===== src/rtl/fp_mult_drain_pkg.sv =====
// Shared definitions for the multiplier result drain.
// Status bit positions as produced by fp_mult_top, and the result record
// stored in the drain FIFO.
package fp_mult_drain_pkg;

  localparam int ST_ZERO = 0;
  localparam int ST_INF  = 1;
  localparam int ST_NAN  = 2;
  localparam int ST_TINY = 3;
  localparam int ST_HUGE = 4;

  typedef struct packed {
    logic [31:0] z;
    logic [7:0]  status;
  } fp_result_t;

endpackage


===== src/rtl/fp_result_fifo.sv =====
// Synchronous first-word-fall-through FIFO of fp_result_t.
// Ports:
//   clk, rst     clock and asynchronous active-low reset
//   wr_en        write wr_data this edge (caller guarantees space)
//   wr_data      entry to write
//   rd_en        consumer accepts the head; ignored when empty
//   rd_data      head entry (entry at the read pointer)
//   valid        FIFO not empty
//   count        current occupancy
module fp_result_fifo
  import fp_mult_drain_pkg::*;
#(
  parameter int DEPTH = 4,
  parameter int CW    = $clog2(DEPTH + 1)
) (
  input  logic            clk,
  input  logic            rst,
  input  logic            wr_en,
  input  fp_result_t      wr_data,
  input  logic            rd_en,
  output fp_result_t      rd_data,
  output logic            valid,
  output logic [CW-1:0]   count
);

  localparam int AW = $clog2(DEPTH);

  fp_result_t     mem [DEPTH];
  logic [AW-1:0]  wr_ptr;
  logic [AW-1:0]  rd_ptr;
  logic           pop;

  assign valid   = (count != '0);
  assign pop     = rd_en & valid;
  assign rd_data = mem[rd_ptr];

  // DEPTH is a power of two, so pointer overflow is the modulo wrap.
  always_ff @(posedge clk or negedge rst) begin
    if (!rst) begin
      wr_ptr <= '0;
      rd_ptr <= '0;
      count  <= '0;
      for (int i = 0; i < DEPTH; i++) mem[i] <= '0;
    end else begin
      if (wr_en) begin
        mem[wr_ptr] <= wr_data;
        wr_ptr      <= wr_ptr + AW'(1);
      end
      if (pop) rd_ptr <= rd_ptr + AW'(1);
      if (wr_en && !pop)      count <= count + CW'(1);
      else if (!wr_en && pop) count <= count - CW'(1);
    end
  end

endmodule


===== src/rtl/fp_mult_drain.sv =====
// Result drain stage behind fp_mult_top. Tracks which multiplier slots
// carry real operations, captures their z/status into a FWFT FIFO, keeps
// sticky exception flags and hands issue credit back upstream, since the
// multiplier pipeline cannot stall.
// Ports:
//   clk, rst              clock, asynchronous active-low reset
//   in_valid / in_ready   operand issue handshake (in_ready is credit)
//   z_in, status_in       multiplier outputs, valid LATENCY cycles after issue
//   out_valid/out_ready   result handshake; out_z/out_status head of FIFO
//   sticky                OR of status_in[4:0] over captures since clr_sticky
//   clr_sticky            one-cycle clear of sticky
//   count                 FIFO occupancy
//   issue_err             set on issue without credit; cleared by reset only
module fp_mult_drain
  import fp_mult_drain_pkg::*;
#(
  parameter int LATENCY = 3,
  parameter int DEPTH   = 4
) (
  input  logic                       clk,
  input  logic                       rst,
  input  logic                       in_valid,
  output logic                       in_ready,
  input  logic [31:0]                z_in,
  input  logic [7:0]                 status_in,
  output logic                       out_valid,
  input  logic                       out_ready,
  output logic [31:0]                out_z,
  output logic [7:0]                 out_status,
  output logic [4:0]                 sticky,
  input  logic                       clr_sticky,
  output logic [$clog2(DEPTH+1)-1:0] count,
  output logic                       issue_err
);

  localparam int IW = $clog2(LATENCY + 1);

  logic [LATENCY-1:0] vpipe;
  logic [IW-1:0]      inflight;
  logic               accept;
  logic               capture;
  fp_result_t         wr_data;
  fp_result_t         head;

  always_comb begin
    inflight = '0;
    for (int k = 0; k < LATENCY; k++) inflight = inflight + IW'(vpipe[k]);
  end

  // Credit ignores a same-cycle pop so out_ready never reaches in_ready;
  // with every in-flight slot reserved the FIFO cannot overflow.
  assign in_ready = (32'(count) + 32'(inflight)) < 32'(DEPTH);
  assign accept   = in_valid & in_ready;
  assign capture  = vpipe[LATENCY-1];
  assign wr_data  = '{z: z_in, status: status_in};

  always_ff @(posedge clk or negedge rst) begin
    if (!rst) begin
      vpipe     <= '0;
      sticky    <= '0;
      issue_err <= 1'b0;
    end else begin
      vpipe <= (vpipe << 1) | LATENCY'(accept);
      // A capture coinciding with a clear keeps the new event.
      if (capture && clr_sticky) sticky <= status_in[ST_HUGE:ST_ZERO];
      else if (capture)          sticky <= sticky | status_in[ST_HUGE:ST_ZERO];
      else if (clr_sticky)       sticky <= '0;
      if (in_valid && !in_ready) issue_err <= 1'b1;
    end
  end

  fp_result_fifo #(.DEPTH(DEPTH)) u_fifo (
    .clk     (clk),
    .rst     (rst),
    .wr_en   (capture),
    .wr_data (wr_data),
    .rd_en   (out_ready),
    .rd_data (head),
    .valid   (out_valid),
    .count   (count)
  );

  assign out_z      = head.z;
  assign out_status = head.status;

endmodule


===== config.mk =====
export PLATFORM = sky130hd
export DESIGN_NAME = fp_mult_drain
export DESIGN_NICKNAME = d
export VERILOG_FILES = /design/src/rtl/fp_mult_drain_pkg.sv /design/src/rtl/fp_result_fifo.sv /design/src/rtl/fp_mult_drain.sv
export SDC_FILE = /design/constraint.sdc
export NUM_CORES = 1
export LEC_CHECK = 0
export ABC_AREA = 1
export CORE_MARGIN = 4
export CORE_UTILIZATION = 35
export DETAILED_ROUTE_END_ITERATION = 10
export PLACE_DENSITY = 0.63
export SLEW_MARGIN = 5
export SYNTH_ARGS = -nofsm -noshare
export SYNTH_HDL_FRONTEND = slang
export SYNTH_HIERARCHICAL = 1
export SYNTH_SLANG_ARGS = --single-unit

===== constraint.sdc =====
create_clock -name clk -period 4.9 [get_ports clk]
set_clock_uncertainty 0.15 [all_clocks]
set_input_delay 0.49 -clock clk [delete_from_list [all_inputs] [get_ports clk]]
set_output_delay 0.49 -clock clk [all_outputs]
set_load 0.05 [all_outputs]

## After elaboration in Yosys (flattened, before gate mapping)

Cells that the tools add are included.

- Bits in registers: 176
- Input port bits: 45
- Logic and storage cells: 53

- Add/subtract/negate cells: 7
- Magnitude comparators: 4
- Muxes and demuxes: 11
- Bitwise operators: 6
- Reductions and logical operators: 11

Operators with widths:

| operator | number |
|---|---|
| $bwmux W160 | 1 |
| $mux W40 | 3 |
| $bmux W40 S2 | 1 |
| $demux W40 S2 | 1 |
| $mux W5 | 3 |
| $ge A3 B3 Y1 const B | 2 |
| $mux W3 | 2 |
| $not A2 Y3 | 2 |
| $reduce_bool A3 Y1 | 2 |
| $logic_and A1 B1 Y1 | 5 |
| $or A5 B5 Y5 | 1 |
| $add A2 B1 Y2 const B | 2 |
| $add A3 B2 Y4 | 1 |
| $lt A4 B3 Y1 const B | 1 |
| $add A3 B1 Y3 const B | 1 |
| $logic_not A1 Y1 | 3 |
| $lt A3 B1 Y1 const B | 1 |
| $or A3 B1 Y3 | 1 |
| $sub A3 B1 Y3 const B | 1 |
| $add A1 B1 Y2 | 1 |
| $add A2 B1 Y2 | 1 |
| $and A1 B1 Y1 | 2 |
| $reduce_bool A2 Y1 | 1 |

## Longest topological paths before layout

Gate-level depths: netlist (run 1).

- Word-level depth: 6
- Gate-level depth with buffers: 11

## By module

Netlist (run 1), hierarchy kept.

By module, submodules not included:

| module | instances | cells an instance | area each (µm²) |
|---|---|---|---|
| fp_result_fifo | 1 | 909 | 7,782.5 |
| fp_mult_drain | 1 | 40 | 374.1 |

## Worst setup path after synthesis (run 1)

No wires, ideal clock.

- Path type: register -> output
- From: register u_fifo.count[0]
- To: output in_ready
- Arrival time: 1.969 ns
- Required time: 4.260 ns
- Slack: 2.291 ns
- Cell stages (with the launch flop): 8
- Path through: dfrtp_1 inv_1 fa_1 inv_1 ha_1 nand3_1 nand2_1 inv_1

- Longest elaborated chain between the ends: 2

Ends and longest elaborated chain:

| what | RTL line | text |
|---|---|---|
| start, declared | fp_result_fifo.sv:23 | `output logic [CW-1:0] count` |
| start signal, assigned | fp_result_fifo.sv:50 | `if (wr_en && !pop) count <= count + CW'(1);` |
| start signal, assigned | fp_result_fifo.sv:51 | `else if (!wr_en && pop) count <= count - CW'(1);` |
| $add A3 B2 Y4 | fp_mult_drain.sv:52 | `assign in_ready = (32'(count) + 32'(inflight)) < 32'(DEPTH);` |
| $lt A4 B3 Y1 | fp_mult_drain.sv:52 |  |
| end, declared | fp_mult_drain.sv:23 | `output logic in_ready,` |

Every way passes these cells.

## Final worst setup path (run 1)

- From: register vpipe[2]
- To: output in_ready

- Longest elaborated chain between the ends: 3

Ends and longest elaborated chain:

| what | RTL line | text |
|---|---|---|
| start, declared | fp_mult_drain.sv:38 | `logic [LATENCY-1:0] vpipe;` |
| start signal, assigned | fp_mult_drain.sv:63 | `vpipe <= (vpipe << 1) \| LATENCY'(accept);` |
| $add A2 B1 Y2 | fp_mult_drain.sv:47 | `for (int k = 0; k < LATENCY; k++) inflight = inflight + IW'(vpipe[k]);` |
| $add A3 B2 Y4 | fp_mult_drain.sv:52 |  |
| $lt A4 B3 Y1 | fp_mult_drain.sv:52 |  |

Every way passes these cells.

==> results of run 1 <==
[state kept, by name, indices dropped and copies added, names as in the netlist]
register	flops
u_fifo/mem	160
sticky	5
u_fifo/count	3
vpipe	3
u_fifo/rd_ptr	2
u_fifo/wr_ptr	2
issue_err	1
[layout make-up]
class	instances	area share
clock buffer	18	0.0444
clock inverter	13	0.0211
inverter	142	0.0542
multi-input combinational	572	0.290
sequential	176	0.446
tap	313	0.0396
timing repair buffer	103	0.105
[cell usage after synthesis]
library cell | instances | area, µm²
clkbuf_1 | 3 | 11.3
o211ai_1 | 61 | 458
xnor2_1 | 1 | 8.76
nand2_2 | 4 | 25.0
inv_1 | 138 | 518
clkinv_1 | 1 | 3.75
nor2_1 | 3 | 11.3
buf_2 | 45 | 225
buf_4 | 1 | 7.51
o21ai_1 | 161 | 806
o21ai_0 | 5 | 25.0
buf_6 | 10 | 113
ha_1 | 6 | 75.1
nand4_1 | 1 | 6.26
xor2_1 | 1 | 8.76
inv_2 | 3 | 11.3
fa_1 | 2 | 40.0
nand3_1 | 4 | 20.0
dfrtp_1 | 176 | 4400
o211ai_2 | 19 | 238
nand2_1 | 304 | 1140
[layer usage]
| layer | up-vias | global-route usage |
|---|---|---|
| met4 | 0 | 0.0426 |
| met1 | 2891 | 0.202 |
| met2 | 107 | 0.236 |
| li1 | 3161 | - |
| met5 | - | 0 |
| met3 | 6 | 0.0344 |
[per-stage QoR]
stage | std cells | area [µm²] | utilization | setup WS (ps) | hold WS [ps]
CTS | 1337 | 9880 | 0.434 | 1300 | 1.58
detailed placement | 1306 | 9230 | 0.405 | 1790 | 218
floorplan | 949 | 8160 | - | 2290 | 44.4
global placement | 1306 | 9230 | 0.405 | 1820 | 211
finish | 1337 | 9880 | 0.434 | 1360 | -29.6
global route | 1337 | 9880 | 0.434 | 1150 | 24.2
[cell usage in the layout (no fill, tap or decap), drive strengths merged]
| cell | n |
|---|---|
| nand3 | 4 |
| clkdlybuf4s50 | 94 |
| ha | 6 |
| inv | 143 |
| clkbuf | 18 |
| fa | 2 |
| xor2 | 1 |
| o211ai | 80 |
| o21ai | 166 |
| nor2 | 3 |
| bufinv | 5 |
| nand4 | 1 |
| clkinv | 4 |
| clkinvlp | 3 |
| xnor2 | 1 |
| nand2 | 308 |
| dfrtp | 176 |
| buf | 9 |
[logic make-up after synthesis]
kind of cell | count (synthesis) | synth area share
compound gates | 246 | 0.187
xor+xnor | 2 | 0.00215
fa+ha+maj | 8 | 0.0141
buf+inv | 201 | 0.109
flops | 176 | 0.540
simple gates | 316 | 0.148
[worst max-delay path by stage]
stage | startpoint | endpoint | slack (ps)
after detailed placement | vpipe[2] | in_ready | 1790
after CTS | vpipe[2] | in_ready | 1300
final | vpipe[2] | in_ready | 1360
after global routing | vpipe[2] | in_ready | 1150
after global placement | vpipe[2] | in_ready | 1820
after floorplan | u_fifo/count[0] | in_ready | 2290
[critical path: stages, from the launching register on]
cell             delay [ps]
dfrtp_1                 680
inv_1                   120
fa_1                    380
inv_1                    70
ha_1                    220
nand3_1                  80
nand2_1                  80
inv_1                    60
clkdlybuf4s50_1         790
==> results.json, run 1 <==
{
  "multi_input_area_um2": 2860,
  "antenna_found_initial": 0,
  "wl_met3_um": 736,
  "fp.dieH_um": 161,
  "drv_slew": 0,
  "cts_made_buffers": 17,
  "overflow": 0,
  "wl_per_cell_um": 13.5,
  "nNetsFinal": 1065,
  "ys_seq_area_frac": 0.540,
  "cts-root-buf": "clkbuf_16",
  "path_clk_slew_ps": 70,
  "period_minus_slack_ps": 3540,
  "yosys_warnings": 6,
  "yosysUniqueCellTypes": 21,
  "fin_setup_tns_ps": 0,
  "top_layer": "met4",
  "r2r-start": "vpipe[2]",
  "grt_pass1_wl_um": 31400,
  "htree_num_levels": 4,
  "num_rows": 55,
  "clock_latency_ps": 410,
  "fillers": 2288,
  "setup_viol": 0,
  "ios": 96,
  "min_path_type": "in2async",
  "maxCapViolCount": 0,
  "status": "finished, violations left",
  "wl_met1_um": 8630,
  "drive_gt1_frac": 0.0654,
  "port_buffers": 95,
  "core_area_um2": 22800,
  "critical_path_arrival_ps": 2900,
  "firstDrtPassIters": 6,
  "hold_buffers": 0,
  "grt_max_degree": 92,
  "ant_nets": 0,
  "syn_area_um2": 8160,
  "worst_slew_pin_slew_ps": 1020,
  "synth_seq_cells": 176,
  "cts_sinks": 176,
  "grt_pass1_vias": 6159,
  "seq_area_um2": 4410,
  "drcViolationCount": 0,
  "vias": 6165,
  "ctsResizeCount": 0,
  "met2RoutedLength_um": 8590,
  "critPathRequiredTime_ps": 4260,
  "crit_type": "reg2out",
  "cts_buffer_depth": 2,
  "fmax_ghz": 0.282,
  "place_hpwl_um": 11000,
  "die_w_um": 161,
  "start_util": 0.358,
  "die_area_um2": 25800,
  "synth_fp_nets": 1002,
  "rsz0062_at_grt": "no",
  "cp_max_fo": 14,
  "synth_area_per_cell_um2": 8.59,
  "relSlewSlack": 0.316,
  "routed_wl_um": 18100,
  "violations": "negative hold slack",
  "startpoint_type": "flip-flop",
  "r2r_cells": 4,
  "dr.first_iter.drc_count": 386,
  "cp-end-kind": "primary output",
  "post-route-period-util": 0.723,
  "whs_ps": -29.6,
  "r2r_end": "u_fifo/mem[114]",
  "via_per_inst": 4.61,
  "syn_inst": 949,
  "diodes": 0,
  "cts_setup_buffers": 0,
  "area_growth_pct": 21.1,
  "grt_use_total": 0.148,
  "reg2reg_slack_ps": 2550,
  "hold_violations": 9,
  "place_congestion": 0.737,
  "cts_tree": "yes"
}
Power of run 1 is not shown: default switching activity piles up to over one toggle a cycle in this logic, so the estimate is an artifact.
==> run 2, diff against run 1 <==
--- a/config.mk
+++ b/config.mk
@@ -9,7 +9,7 @@
 export CORE_MARGIN = 4
 export CORE_UTILIZATION = 35
 export DETAILED_ROUTE_END_ITERATION = 10
-export PLACE_DENSITY = 0.63
+export PLACE_DENSITY = 0.65
 export SLEW_MARGIN = 5
 export SYNTH_ARGS = -nofsm -noshare
 export SYNTH_HDL_FRONTEND = slang
==> constraint.sdc (replaced) <==
create_clock -name clk -period 2.95 [get_ports clk]
set_clock_uncertainty 0.15 [all_clocks]
set_input_delay 0.295 -clock clk [delete_from_list [all_inputs] [get_ports clk]]
set_output_delay 0.295 -clock clk [all_outputs]
set_load 0.05 [all_outputs]
==> run 2 against run 1 <==
Net effect: cell count grew 0.30%; hold slack gained 260 ps; via count grew 0.21%; critical path type unchanged; global-route usage shrank 0.36 points; first-iteration DRC count grew 44%; design area grew 4.1%; the run now ends clean; wire length shrank 1.5%.
==> results.json, run 2 (synthesis gave the netlist of run 1 again) <==
{
  "status": "finished clean",
  "post-route-period-util": 0.857,
  "relSlewSlack": 0.384,
  "mostFrequentLayoutCells": "nand2_1, dfrtp_1, o21ai_1",
  "start_util": 0.358,
  "multi_input_area_um2": 2880,
  "startpoint_type": "flip-flop",
  "firstDrtPassIters": 5,
  "seq_area_um2": 4410,
  "critPathRequiredTime_ps": 2510,
  "final_common_cell": "nand2_1",
  "crit_cells": 8,
  "fillers": 2178,
  "routed_wl_um": 17800,
  "path_buf_inv": 4,
  "slowest_delay_ps": 450,
  "grt_pass1_vias": 6044,
  "area_growth_pct": 26.1,
  "cp-end-kind": "primary output",
  "hold_violations": 0,
  "cts_sinks": 176,
  "worst_slew_pin_slew_ps": 923,
  "drive_gt1_frac": 0.105,
  "crit_slowest_cell": "dfrtp_1",
  "reg.largest.list": "u_fifo/mem: 160 flops, sticky: 5 flops",
  "hold_buffers": 1,
  "cts_tree": "yes",
  "wl_per_cell_um": 13.3,
  "grt_pass1_wl_um": 30500,
  "path_clk_slew_ps": 70,
  "die_w_um": 161,
  "cp_cell_sequence": "inv_1, fa_1, inv_1, ha_1, nand3_1, nand2_1, inv_1, buf_12",
  "period_minus_slack_ps": 2530,
  "clock_latency_ps": 420,
  "die_area_um2": 25800,
  "ant_nets": 0,
  "fmax_ghz": 0.396,
  "htree_num_levels": 4,
  "drv_slew": 0,
  "place_hpwl_um": 10900,
  "regMostFlops": "u_fifo/mem",
  "grt_use_total": 0.144,
  "core_area_um2": 22800,
  "vias": 6178,
  "reg2reg_slack_ps": 920,
  "port_buffers": 95,
  "ctsResizeCount": 0,
  "num_rows": 55,
  "cts_buffer_depth": 2,
  "maxCapViolCount": 0,
  "grt_max_degree": 81,
  "min_delay_path_depth": 0,
  "worst_path_most_repeated_cell": "inv_1",
  "antenna_found_initial": 0,
  "via_per_inst": 4.61,
  "largest_reg_flops": 160,
  "ios": 96,
  "cts_setup_buffers": 0,
  "nNetsFinal": 1068,
  "crit_family": "adder cells",
  "overflow": 0,
  "cts_made_buffers": 17,
  "drcViolationCount": 0,
  "fin_setup_tns_ps": 0,
  "cts-root-buf": "clkbuf_16",
  "r2r_cells": 10,
  "min_path_type": "reg2reg",
  "setup_viol": 0,
  "critical_path_arrival_ps": 2080,
  "crit_type": "reg2out",
  "diodes": 0,
  "place_congestion": 0.764,
  "fp.dieH_um": 161,
  "rsz0062_at_grt": "no",
  "dr.first_iter.drc_count": 555,
  "cp_max_fo": 5
}
## run 2: worst register-to-register path: cells and delay by family (launching register included)
| kind | cells | cell delay (ps) |
|---|---|---|
| buf+inv | 1 | 70 |
| simple gates | 7 | 690 |
| flops | 1 | 440 |
| fa+ha+maj | 2 | 570 |
## run 2: metrics by stage
| step | area [µm²] | hold WS [ps] | utilization | cells | worst slack (ps) |
|---|---|---|---|---|---|
| finish | 10300 | 232 | 0.452 | 1341 | 422 |
| global route | 10300 | 233 | 0.452 | 1341 | 219 |
| CTS | 10300 | 228 | 0.452 | 1341 | 373 |
| detailed placement | 9690 | 159 | 0.425 | 1308 | 863 |
| global placement | 9690 | 158 | 0.425 | 1308 | 911 |
| floorplan | 8160 | -151 | - | 949 | 534 |
## run 2: area by class of cell
cell class                 count  share of cell area
clock buffer                  23              0.0465
timing repair buffer         106               0.144
inverter                     142              0.0521
clock inverter                 9              0.0106
sequential                   176               0.428
multi-input combinational    572               0.280
tap                          313              0.0381
## run 2: path summary, 6_finish.rpt
path,from,endpoint
worst max-delay path,u_fifo/count[0],in_ready
worst min-delay path,vpipe[0],vpipe[1]
worst max register to register,u_fifo/count[0],u_fifo/count[2]
worst min register to register,vpipe[0],vpipe[1]
max in group asynchronous,rst,u_fifo/wr_ptr[0]
min in group asynchronous,rst,u_fifo/mem[145]
## run 2: layer usage
metal  wire length (µm)  vias to the layer above  global-route usage  part of all wire
met2               8190                      115               0.232              0.46
met3                802                       14              0.0336             0.045
met1               8650                     2886               0.198              0.49
met4                174                        0              0.0387            0.0098
li1                   -                     3163                   -                 -
met5                  0                        -                   0                 0
Power of run 2 is left out for the same reason.
==> run 3, diff against run 2 <==
--- a/config.mk
+++ b/config.mk
@@ -9,8 +9,6 @@
 export CORE_MARGIN = 4
 export CORE_UTILIZATION = 35
 export DETAILED_ROUTE_END_ITERATION = 10
-export PLACE_DENSITY = 0.65
-export SLEW_MARGIN = 5
 export SYNTH_ARGS = -nofsm -noshare
 export SYNTH_HDL_FRONTEND = slang
 export SYNTH_HIERARCHICAL = 1
==> run 3 against run 2 <==
Net effect: non-clock buffer count grew 3; die area unchanged; maximum frequency up 0.23%; first-iteration DRC count decreased by 38%; setup slack gained 5.7 ps; cell count is 0.22% higher; wire length rose by 1.2%; core utilization rose by 0.19 points.
==> results.json, run 3 (synthesis gave the netlist of run 1 again) <==
{
  "startpoint_type": "flip-flop",
  "path_buf_inv": 4,
  "regMostFlops": "u_fifo/mem",
  "die_area_um2": 25800,
  "critPathRequiredTime_ps": 2510,
  "hp-start": "vpipe[0]",
  "cp-startpoint": "u_fifo/count[0]",
  "die_w_um": 161,
  "crit_family": "adder cells",
  "worst_slew_pin_slew_ps": 954,
  "htree_num_levels": 4,
  "period_minus_slack_ps": 2520,
  "final_common_cell": "nand2_1",
  "grt_pass1_vias": 6024,
  "area_growth_pct": 26.6,
  "cp_max_fo": 5,
  "clock_latency_ps": 420,
  "place_hpwl_um": 11600,
  "hold_violations": 0,
  "rsz0062_at_grt": "no",
  "port_buffers": 95,
  "nNetsFinal": 1071,
  "grt_max_degree": 86,
  "worst_path_most_repeated_cell": "inv_1",
  "min_path_type": "reg2reg",
  "fmax_ghz": 0.396,
  "cts_sinks": 176,
  "overflow": 0,
  "diodes": 0,
  "fillers": 2249,
  "crit_type": "reg2out",
  "fin_setup_tns_ps": 0,
  "drcViolationCount": 0,
  "core_area_um2": 22800,
  "start_util": 0.358,
  "grt_use_total": 0.147,
  "post-route-period-util": 0.855,
  "cp_cell_sequence": "inv_1, fa_1, inv_1, ha_1, nand3_1, nand2_1, inv_1, buf_12",
  "relSlewSlack": 0.363,
  "slowest_delay_ps": 470,
  "status": "finished clean",
  "critical_path_arrival_ps": 2080,
  "num_rows": 55,
  "setup_viol": 0,
  "cts-root-buf": "clkbuf_16",
  "path_clk_slew_ps": 60,
  "reg.largest.list": "u_fifo/mem: 160 flops, sticky: 5 flops",
  "cp-end-kind": "primary output",
  "vias": 6211,
  "place_congestion": 0.708,
  "wl_per_cell_um": 13.4,
  "maxCapViolCount": 0,
  "cts_tree": "yes",
  "drv_slew": 0,
  "crit_slowest_cell": "dfrtp_1",
  "cts_buffer_depth": 2,
  "fp.dieH_um": 161,
  "r2r-start": "u_fifo/count[0]",
  "drive_gt1_frac": 0.109,
  "via_per_inst": 4.62,
  "antenna_found_initial": 1,
  "largest_reg_flops": 160,
  "grt_pass1_wl_um": 31300,
  "firstDrtPassIters": 4,
  "routed_wl_um": 18000,
  "dr.first_iter.drc_count": 343,
  "ant_nets": 0,
  "ios": 96,
  "mostFrequentLayoutCells": "nand2_1, dfrtp_1, o21ai_1",
  "cts_made_buffers": 17,
  "cts_setup_buffers": 0
}
## run 3: repair_timing
action,in CTS,in global routing
hold endpoints to repair,82,0
hold buffers,1,0
resized for setup,0,0
## run 3: final cells by class
| cell class | instances | area (µm²) | area share |
|---|---|---|---|
| Clock buffer | 22 | 474 | 0.0459 |
| Timing Repair Buffer | 109 | 1560 | 0.151 |
| Clock inverter | 10 | 103 | 0.00993 |
| Tap cell | 313 | 392 | 0.0379 |
| Sequential cell | 176 | 4410 | 0.426 |
| Inverter | 142 | 536 | 0.0518 |
| Multi-Input combinational cell | 572 | 2860 | 0.277 |
## run 3: per-layer routing
metal / wire (µm) / vias to the layer above / part of all wire / GRT usage
met1: 8780 / 2890 / 0.49 / 0.208
met2: 8230 / 126 / 0.46 / 0.229
met3: 851 / 12 / 0.047 / 0.0377
met5: 8 / - / 0.00044 / 0
met4: 148 / 2 / 0.0082 / 0.0348
li1: - / 3181 / - / -
## run 3: worst reg2reg max path: stages (launching register included)
cell     delay [ps]
dfrtp_1         460
nor2_1          130
nand2_1         140
nand2_1         130
ha_1            180
inv_1            70
fa_1            380
nand2_1         100
nand3_1          80
nand2_1          60
nand2_1          50
## run 3: per-stage QoR
step,worst slack (ps),cell area (µm²),std cells,util,hold slack (ps)
global placement,819,9740,1311,0.428,209
finish,428,10300,1344,0.454,231
detailed placement,823,9740,1311,0.428,223
CTS,361,10300,1344,0.454,238
global route,226,10300,1344,0.454,248
floorplan,534,8160,949,-,-151
## run 3: worst paths after layout
| kind | end | slack (ps) | cells past startpoint |
|---|---|---|---|
| setup / recovery | in_ready | 430 | 8 |
| hold / removal | vpipe[1] | 230 | 0 |
| setup reg to reg | u_fifo/count[2] | 910 | 10 |
| hold reg to reg | vpipe[1] | 230 | 0 |
| max in group asynchronous | u_fifo/rd_ptr[1] | 1510 | 3 |
| min in group asynchronous | u_fifo/mem[127] | 360 | 2 |
Power of run 3 is left out for the same reason.
